--- config.mk ---
export PLATFORM = sky130hd
export DESIGN_NAME = sysref_qualifier
export DESIGN_NICKNAME = d
export VERILOG_FILES = /design/src/rtl/sysref_pkg.sv /design/src/rtl/sysref_capture.sv /design/src/rtl/sysref_qualifier.sv
export SDC_FILE = /design/constraint.sdc
export NUM_CORES = 1
export LEC_CHECK = 0
export BUFFER_PORTS_ARGS = -buffer_cell sky130_fd_sc_hd__buf_2
export CORE_AREA = 8 8 86 80
export CTS_CLUSTER_DIAMETER = 50
export CTS_CLUSTER_SIZE = 20
export DETAILED_ROUTE_END_ITERATION = 10
export DIE_AREA = 0 0 94 88
export PLACE_DENSITY = 0.54
export SLEW_MARGIN = 0
export SYNTH_ARGS = -nofsm -noshare
export SYNTH_HDL_FRONTEND = slang
export SYNTH_SLANG_ARGS = --single-unit
--- constraint.sdc ---
create_clock -name sysclk_i -period 4.8 [get_ports sysclk_i]
set_input_delay 0 -clock sysclk_i [delete_from_list [all_inputs] [get_ports sysclk_i]]
set_output_delay 0 -clock sysclk_i [all_outputs]
set_load 0.05 [all_outputs]
--- src/rtl/sysref_pkg.sv ---
// Shared types for the SYSREF qualifier and its capture front end.
package sysref_pkg;

  // Lock tracker states.
  typedef enum logic [1:0] {
    SEARCH,
    ACQUIRE,
    LOCKED
  } sysref_state_t;

  // Forwarding modes selected by mode_i.
  typedef enum logic [1:0] {
    MODE_PASS,
    MODE_CONT,
    MODE_ONESHOT,
    MODE_OFF
  } sysref_mode_t;

endpackage

--- src/rtl/sysref_capture.sv ---
// SYSREF-class pin front end: IOB capture flop, one retime stage and a
// rising-edge detect on the retimed copy. Reusable on any SYSREF-like pin.
module sysref_capture (
  input  logic clk_i,
  input  logic rst_n_i,
  input  logic sysref_i,
  output logic stg_o,
  output logic rise_o
);

  // The first flop must be packed into the pad so the sample point is fixed.
  (* IOB = "TRUE" *) logic r_cap;
  logic r_stg;
  logic r_prev;

  // Capture, retime and keep the previous retimed value for edge detection.
  always_ff @(posedge clk_i or negedge rst_n_i) begin
    if (!rst_n_i) begin
      r_cap  <= 1'b0;
      r_stg  <= 1'b0;
      r_prev <= 1'b0;
    end else begin
      r_cap  <= sysref_i;
      r_stg  <= r_cap;
      r_prev <= r_stg;
    end
  end

  assign stg_o  = r_stg;
  assign rise_o = r_stg & ~r_prev;

endmodule

--- src/rtl/sysref_qualifier.sv ---
// SYSREF qualifier: measures the interval between SYSREF rising edges,
// tracks lock against PERIOD and forwards a fixed 3-cycle-latency PL_SYSREF
// in passthrough, lock-gated continuous or armed one-shot mode.
module sysref_qualifier
  import sysref_pkg::*;
#(
  parameter int PERIOD     = 16,
  parameter int CNT_WIDTH  = 8,
  parameter int LOCK_COUNT = 4,
  parameter int ERR_WIDTH  = 8
) (
  input  logic                 sysclk_i,
  input  logic                 rst_n_i,
  input  logic                 sysref_i,
  input  logic [1:0]           mode_i,
  input  logic                 arm_i,
  input  logic                 err_clr_i,
  output logic                 pl_sysref_o,
  output logic                 locked_o,
  output logic                 oneshot_done_o,
  output logic [ERR_WIDTH-1:0] err_count_o
);

  localparam int GW = $clog2(LOCK_COUNT + 1);
  localparam logic [CNT_WIDTH-1:0] CNT_MAX  = '1;
  localparam logic [CNT_WIDTH-1:0] CNT_GOOD = CNT_WIDTH'(PERIOD - 1);
  localparam logic [CNT_WIDTH-1:0] CNT_MISS = CNT_WIDTH'(PERIOD);
  localparam logic [ERR_WIDTH-1:0] ERR_MAX  = '1;
  localparam logic [GW-1:0]        GCNT_LAST = GW'(LOCK_COUNT - 1);
  localparam logic [GW-1:0]        GCNT_FULL = GW'(LOCK_COUNT);

  logic                 w_stg;
  logic                 w_rise;
  logic                 w_good;
  logic                 w_bad;
  logic                 w_miss;
  sysref_mode_t         w_mode;
  sysref_state_t        w_state_nxt;
  logic [GW-1:0]        w_gcnt_nxt;
  logic                 w_err_inc;
  logic                 w_gate_dec;
  logic                 w_gate;
  logic                 w_fire;

  logic [CNT_WIDTH-1:0] r_cnt;
  sysref_state_t        r_state;
  logic [GW-1:0]        r_gcnt;
  logic [ERR_WIDTH-1:0] r_err;
  logic                 r_locked;
  logic                 r_gate_hold;
  logic                 r_pl;
  logic                 r_armed;
  logic                 r_done;

  sysref_capture u_capture (
    .clk_i    (sysclk_i),
    .rst_n_i  (rst_n_i),
    .sysref_i (sysref_i),
    .stg_o    (w_stg),
    .rise_o   (w_rise)
  );

  assign w_mode = sysref_mode_t'(mode_i);

  // Interval classification against the count reached just before the edge.
  assign w_good = w_rise & (r_cnt == CNT_GOOD);
  assign w_bad  = w_rise & ~w_good;
  assign w_miss = ~w_rise & (r_cnt == CNT_MISS);

  // Interval counter: restarts on each edge, saturates so long gaps stay "missing".
  always_ff @(posedge sysclk_i or negedge rst_n_i) begin
    if (!rst_n_i)            r_cnt <= '0;
    else if (w_rise)         r_cnt <= '0;
    else if (r_cnt != CNT_MAX) r_cnt <= r_cnt + 1'b1;
  end

  // Lock tracker next-state; the first edge in SEARCH is only a reference.
  always_comb begin
    w_state_nxt = r_state;
    w_gcnt_nxt  = r_gcnt;
    w_err_inc   = 1'b0;
    case (r_state)
      SEARCH: begin
        if (w_rise) begin
          w_state_nxt = ACQUIRE;
          w_gcnt_nxt  = '0;
        end
      end
      ACQUIRE: begin
        if (w_good) begin
          if (r_gcnt == GCNT_LAST) begin
            w_state_nxt = LOCKED;
            w_gcnt_nxt  = GCNT_FULL;
          end else begin
            w_gcnt_nxt  = r_gcnt + 1'b1;
          end
        end else if (w_bad) begin
          w_gcnt_nxt  = '0;
        end else if (w_miss) begin
          w_state_nxt = SEARCH;
          w_gcnt_nxt  = '0;
        end
      end
      LOCKED: begin
        if (w_bad) begin
          w_state_nxt = ACQUIRE;
          w_gcnt_nxt  = '0;
          w_err_inc   = 1'b1;
        end else if (w_miss) begin
          w_state_nxt = SEARCH;
          w_gcnt_nxt  = '0;
          w_err_inc   = 1'b1;
        end
      end
      default: begin
        w_state_nxt = SEARCH;
        w_gcnt_nxt  = '0;
      end
    endcase
  end

  // Lock tracker state, good-interval count and registered lock flag.
  always_ff @(posedge sysclk_i or negedge rst_n_i) begin
    if (!rst_n_i) begin
      r_state  <= SEARCH;
      r_gcnt   <= '0;
      r_locked <= 1'b0;
    end else begin
      r_state  <= w_state_nxt;
      r_gcnt   <= w_gcnt_nxt;
      r_locked <= (w_state_nxt == LOCKED);
    end
  end

  // Saturating error counter; a clear wins over a same-cycle increment.
  always_ff @(posedge sysclk_i or negedge rst_n_i) begin
    if (!rst_n_i)                        r_err <= '0;
    else if (err_clr_i)                  r_err <= '0;
    else if (w_err_inc && r_err != ERR_MAX) r_err <= r_err + 1'b1;
  end

  // Gate decision, taken only in the rise cycle from the pre-edge state.
  always_comb begin
    w_gate_dec = 1'b0;
    case (w_mode)
      MODE_PASS:    w_gate_dec = 1'b1;
      MODE_CONT:    w_gate_dec = (r_state == LOCKED) & w_good;
      MODE_ONESHOT: w_gate_dec = r_armed & (r_state == LOCKED) & w_good;
      MODE_OFF:     w_gate_dec = 1'b0;
      default:      w_gate_dec = 1'b0;
    endcase
  end

  // Hold the decision for the whole high time so a mode change cannot chop a pulse.
  assign w_gate = w_rise ? w_gate_dec : r_gate_hold;
  assign w_fire = w_rise & w_gate_dec & (w_mode == MODE_ONESHOT);

  // Output stage: one flop after the retime stage gives 3 cycles pin-to-output.
  always_ff @(posedge sysclk_i or negedge rst_n_i) begin
    if (!rst_n_i) begin
      r_gate_hold <= 1'b0;
      r_pl        <= 1'b0;
    end else begin
      r_gate_hold <= w_gate;
      r_pl        <= w_stg & w_gate;
    end
  end

  // One-shot arming. An arm landing on a firing edge re-arms for the next edge,
  // so it wins over the fire's clear/set.
  always_ff @(posedge sysclk_i or negedge rst_n_i) begin
    if (!rst_n_i) begin
      r_armed <= 1'b0;
      r_done  <= 1'b0;
    end else if (w_mode != MODE_ONESHOT) begin
      r_armed <= 1'b0;
    end else if (arm_i) begin
      r_armed <= 1'b1;
      r_done  <= 1'b0;
    end else if (w_fire) begin
      r_armed <= 1'b0;
      r_done  <= 1'b1;
    end
  end

  assign pl_sysref_o    = r_pl;
  assign locked_o       = r_locked;
  assign oneshot_done_o = r_done;
  assign err_count_o    = r_err;

endmodule

==> run metrics <==
Top FF cell, synth dfrtp_1; CP most frequent cell a21oi_1; RSZ-0062 raised after global routing false; first-pass GRT wire length 5400 um; mapped cell area 1580 sq um; drt drc 0; Hold Crit Class in2reg; post_cts resized 0; endpoints failing setup 0; CTS tree yes; period utilisation layout 43.0%; Startpoint Class flop; clock buffer count from CTS 5; # rows 26; CP required 5.01 ns; FF-to-FF path depth 6; Post-CTS Setup Bufs 0; WP depth 6; CP startpoint r_cnt[0]; CP Capture Type flop; Final Hold Fails 0; reg-to-reg endpoint err_count_o[5]; Root Driver clkbuf_8; cell leakage power 0.887 nW; area delta synth->final 18.4%; Worst Path Buf+Inv 0; Final HPWL DP 2180 um; Slowest-stage cell, CP or4_1; PD cells 341 nW/um^2; Yosys top cell area share 45.8%; die area 8270 sq um; layout cells sized above 1 16.8%; total power 0.639 mW; Syn Inst Count 160; Synth Net Count 178; # port buffers 17; Initial DRT Pass Iterations 4; Layout Cell Area excl Fill 1880 sq um; top cells by area, synth dfrtp_1 (46%), ha_1 (8.7%), nor2_1 (3.6%); CP max FO 12; Synth cell types 45; WL/cell 12.2 um; WS Path Type reg2reg; area leader, netlist dfrtp_1; max incr delay on CP 0.49 ns; nets 202; # diodes 0; TritonCTS Sinks 29; Initial Util 29.0%; Placeable Area 5470 sq um; DR iter-0 viols 32; Slew HR 53.8%; Mapped Avg Cell Area 9.90 sq um; asr flop ratio synth 100%; Chip Height 88 um; Layout Skew 0.0107 ns; sequential area share after synthesis 45.8%; Setup crit end err_count_o[5]; Post-synth EDFFs 0; Placer Congestion 0.754; CP cell instances ha_1 -> and4b_1 -> a21oi_1 -> o21ai_2 -> or4_1 -> a21oi_1; antenna viol nets, final 0; Setup TNS 0 ns; # H-tree levels 2; Non-Filler Instances 255; Filler Cells Inserted 580; warnings from Yosys 0; Die X 94 um; Peak VDD IR 0.146 mV; Post-DP Area 1730 sq um; fmax 485 MHz; final count of pins violating max slew 0; overall routing resource usage 8.28%; crit-path leading delay family simple AND/OR/NAND/NOR gates; flop2flop setup slack 2.74 ns; Worst-Skew Late Latency 0.29 ns; Clock Tree Buf Depth 2; largest net degree at the start of global routing 30; number of global-route vias before repair 1159; DR vias 1223; initial antenna violation count 0; # hold bufs at CTS 4; Placed Cells 243; minimum clock period 2.06 ns; maxcap violations 0; grt ovf 0; final WL 3120 um; vias per inst 4.80; #FFs+latches synth 29; I/O pin total 18; outcome finished clean; Clk pin slew, worst setup/hold paths 0.07 ns; Crit path arrival time 2.27 ns; Worst-Margin Slew 0.692 ns; FF-to-FF Start r_cnt[0]
[where the power goes]
part / internal, mW / switching, mW / leakage [nW] / total [mW]
Clock: 0.129 / 0.0959 / 0.0542 / 0.225
Combinational: 0.0498 / 0.0706 / 0.445 / 0.120
Sequential: 0.266 / 0.0272 / 0.388 / 0.293
[cell type report]
cell class	instances	area, sq um	share of cell area, %
sequential	29	726	38.7
multi-input combinational	117	798	42.6
tap	70	87.6	4.67
clock buffer	7	96.3	5.14
inverter	10	37.5	2.00
timing repair buffer	21	125	6.67
clock inverter	1	5.00	0.267
[registers in the layout, summed over array words and instances, names as in the netlist]
| signal | flops |
|---|---|
| err_count_o | 8 |
| u_capture.stg_o | 1 |
| locked_o | 1 |
| u_capture.r_prev | 1 |
| r_gate_hold | 1 |
| r_gcnt | 3 |
| r_cnt | 8 |
| u_capture.r_cap | 1 |
| r_armed | 1 |
| r_state | 2 |
| pl_sysref_o | 1 |
| oneshot_done_o | 1 |
[cells by family (layout without fill, tap and decap cells)]
kind of cell	Yosys count	after routing	share of synthesized area, %
multiplexers	4	4	2.61
AND/OR/NAND/NOR	60	60	21.2
flip-flops	29	29	45.8
AO/OA/AOI/OAI	39	39	16.2
XOR/XNOR	3	3	1.66
adder cells (fa/ha/maj)	11	11	8.69
buffers and inverters	14	39	3.79
[metal layers]
metal  up-vias  share of wire [%]  GRT usage, %
li1        624                  -             -
met2        18                 45          13.0
met1       573                 48          9.72
met5         -                  0             0
met4         0                2.3          4.75
met3         8                4.5          2.66
[per-stage QoR]
stage                     setup WS, ns  hold WS [ns]  utilization, %
after floorplan                   2.95        -0.296               -
after global placement            2.82        0.0749            31.7
after detailed placement          2.77        0.0774            31.7
after CTS                         2.73         0.107            34.3
after global routing              2.59         0.149            34.3
final                             2.74         0.117            34.3
[synth_stat cells, drive strengths merged (2+ instances only)]
master and count:
clkbuf 2, a21oi 11, a41oi 2, nand2b 2, nand3 7, inv 10
mux2i 3, xor2 2, ha 11, o31ai 2, and3 4, a31oi 3
o21ai 11, nor3 4, nor2b 2, or4 2, nor2 15, and2 3
nand2 11, or3 3, buf 2, dfrtp 29, a2bb2oi 2
[worst min-delay path by stage]
stage / slack [ns] / to / start / cells after the start
6_report: 0.12 / oneshot_done_o / mode_i[1] / 3
5_1_grt: 0.15 / oneshot_done_o / mode_i[1] / 3
4_1_cts: 0.11 / oneshot_done_o / mode_i[1] / 3
3_5_place_dp: 0.08 / err_count_o[5] / rst_n_i / 1
3_3_place_gp: 0.07 / err_count_o[3] / rst_n_i / 1
2_1_floorplan: -0.30 / err_count_o[0] / rst_n_i / 0
[layout by cell type, fill, tap and decap left out, types with 2 or more instances in the layout]
master	instances
dfrtp_1	29
buf_2	17
nor2_1	15
a21oi_1	11
nand2_1	11
ha_1	11
inv_1	10
o21ai_0	10
nand3_1	7
clkbuf_8	7
dlygate4sd3_1	4
and2_1	3
nor3_1	3
and3_1	3
or3_1	3
mux2i_1	3
a31oi_1	3
nand2b_1	2
a2bb2oi_1	2
nor2b_1	2
xor2_1	2
o31ai_1	2
or4_1	2
[worst reg2reg max path, cell delays in order, from the launching register on]
cell	delay, ns
dfrtp_1	0.43
ha_1	0.26
and4b_1	0.21
a21oi_1	0.24
o21ai_2	0.19
or4_1	0.50
a21oi_1	0.16
Power figures use the tool's default switching activity.
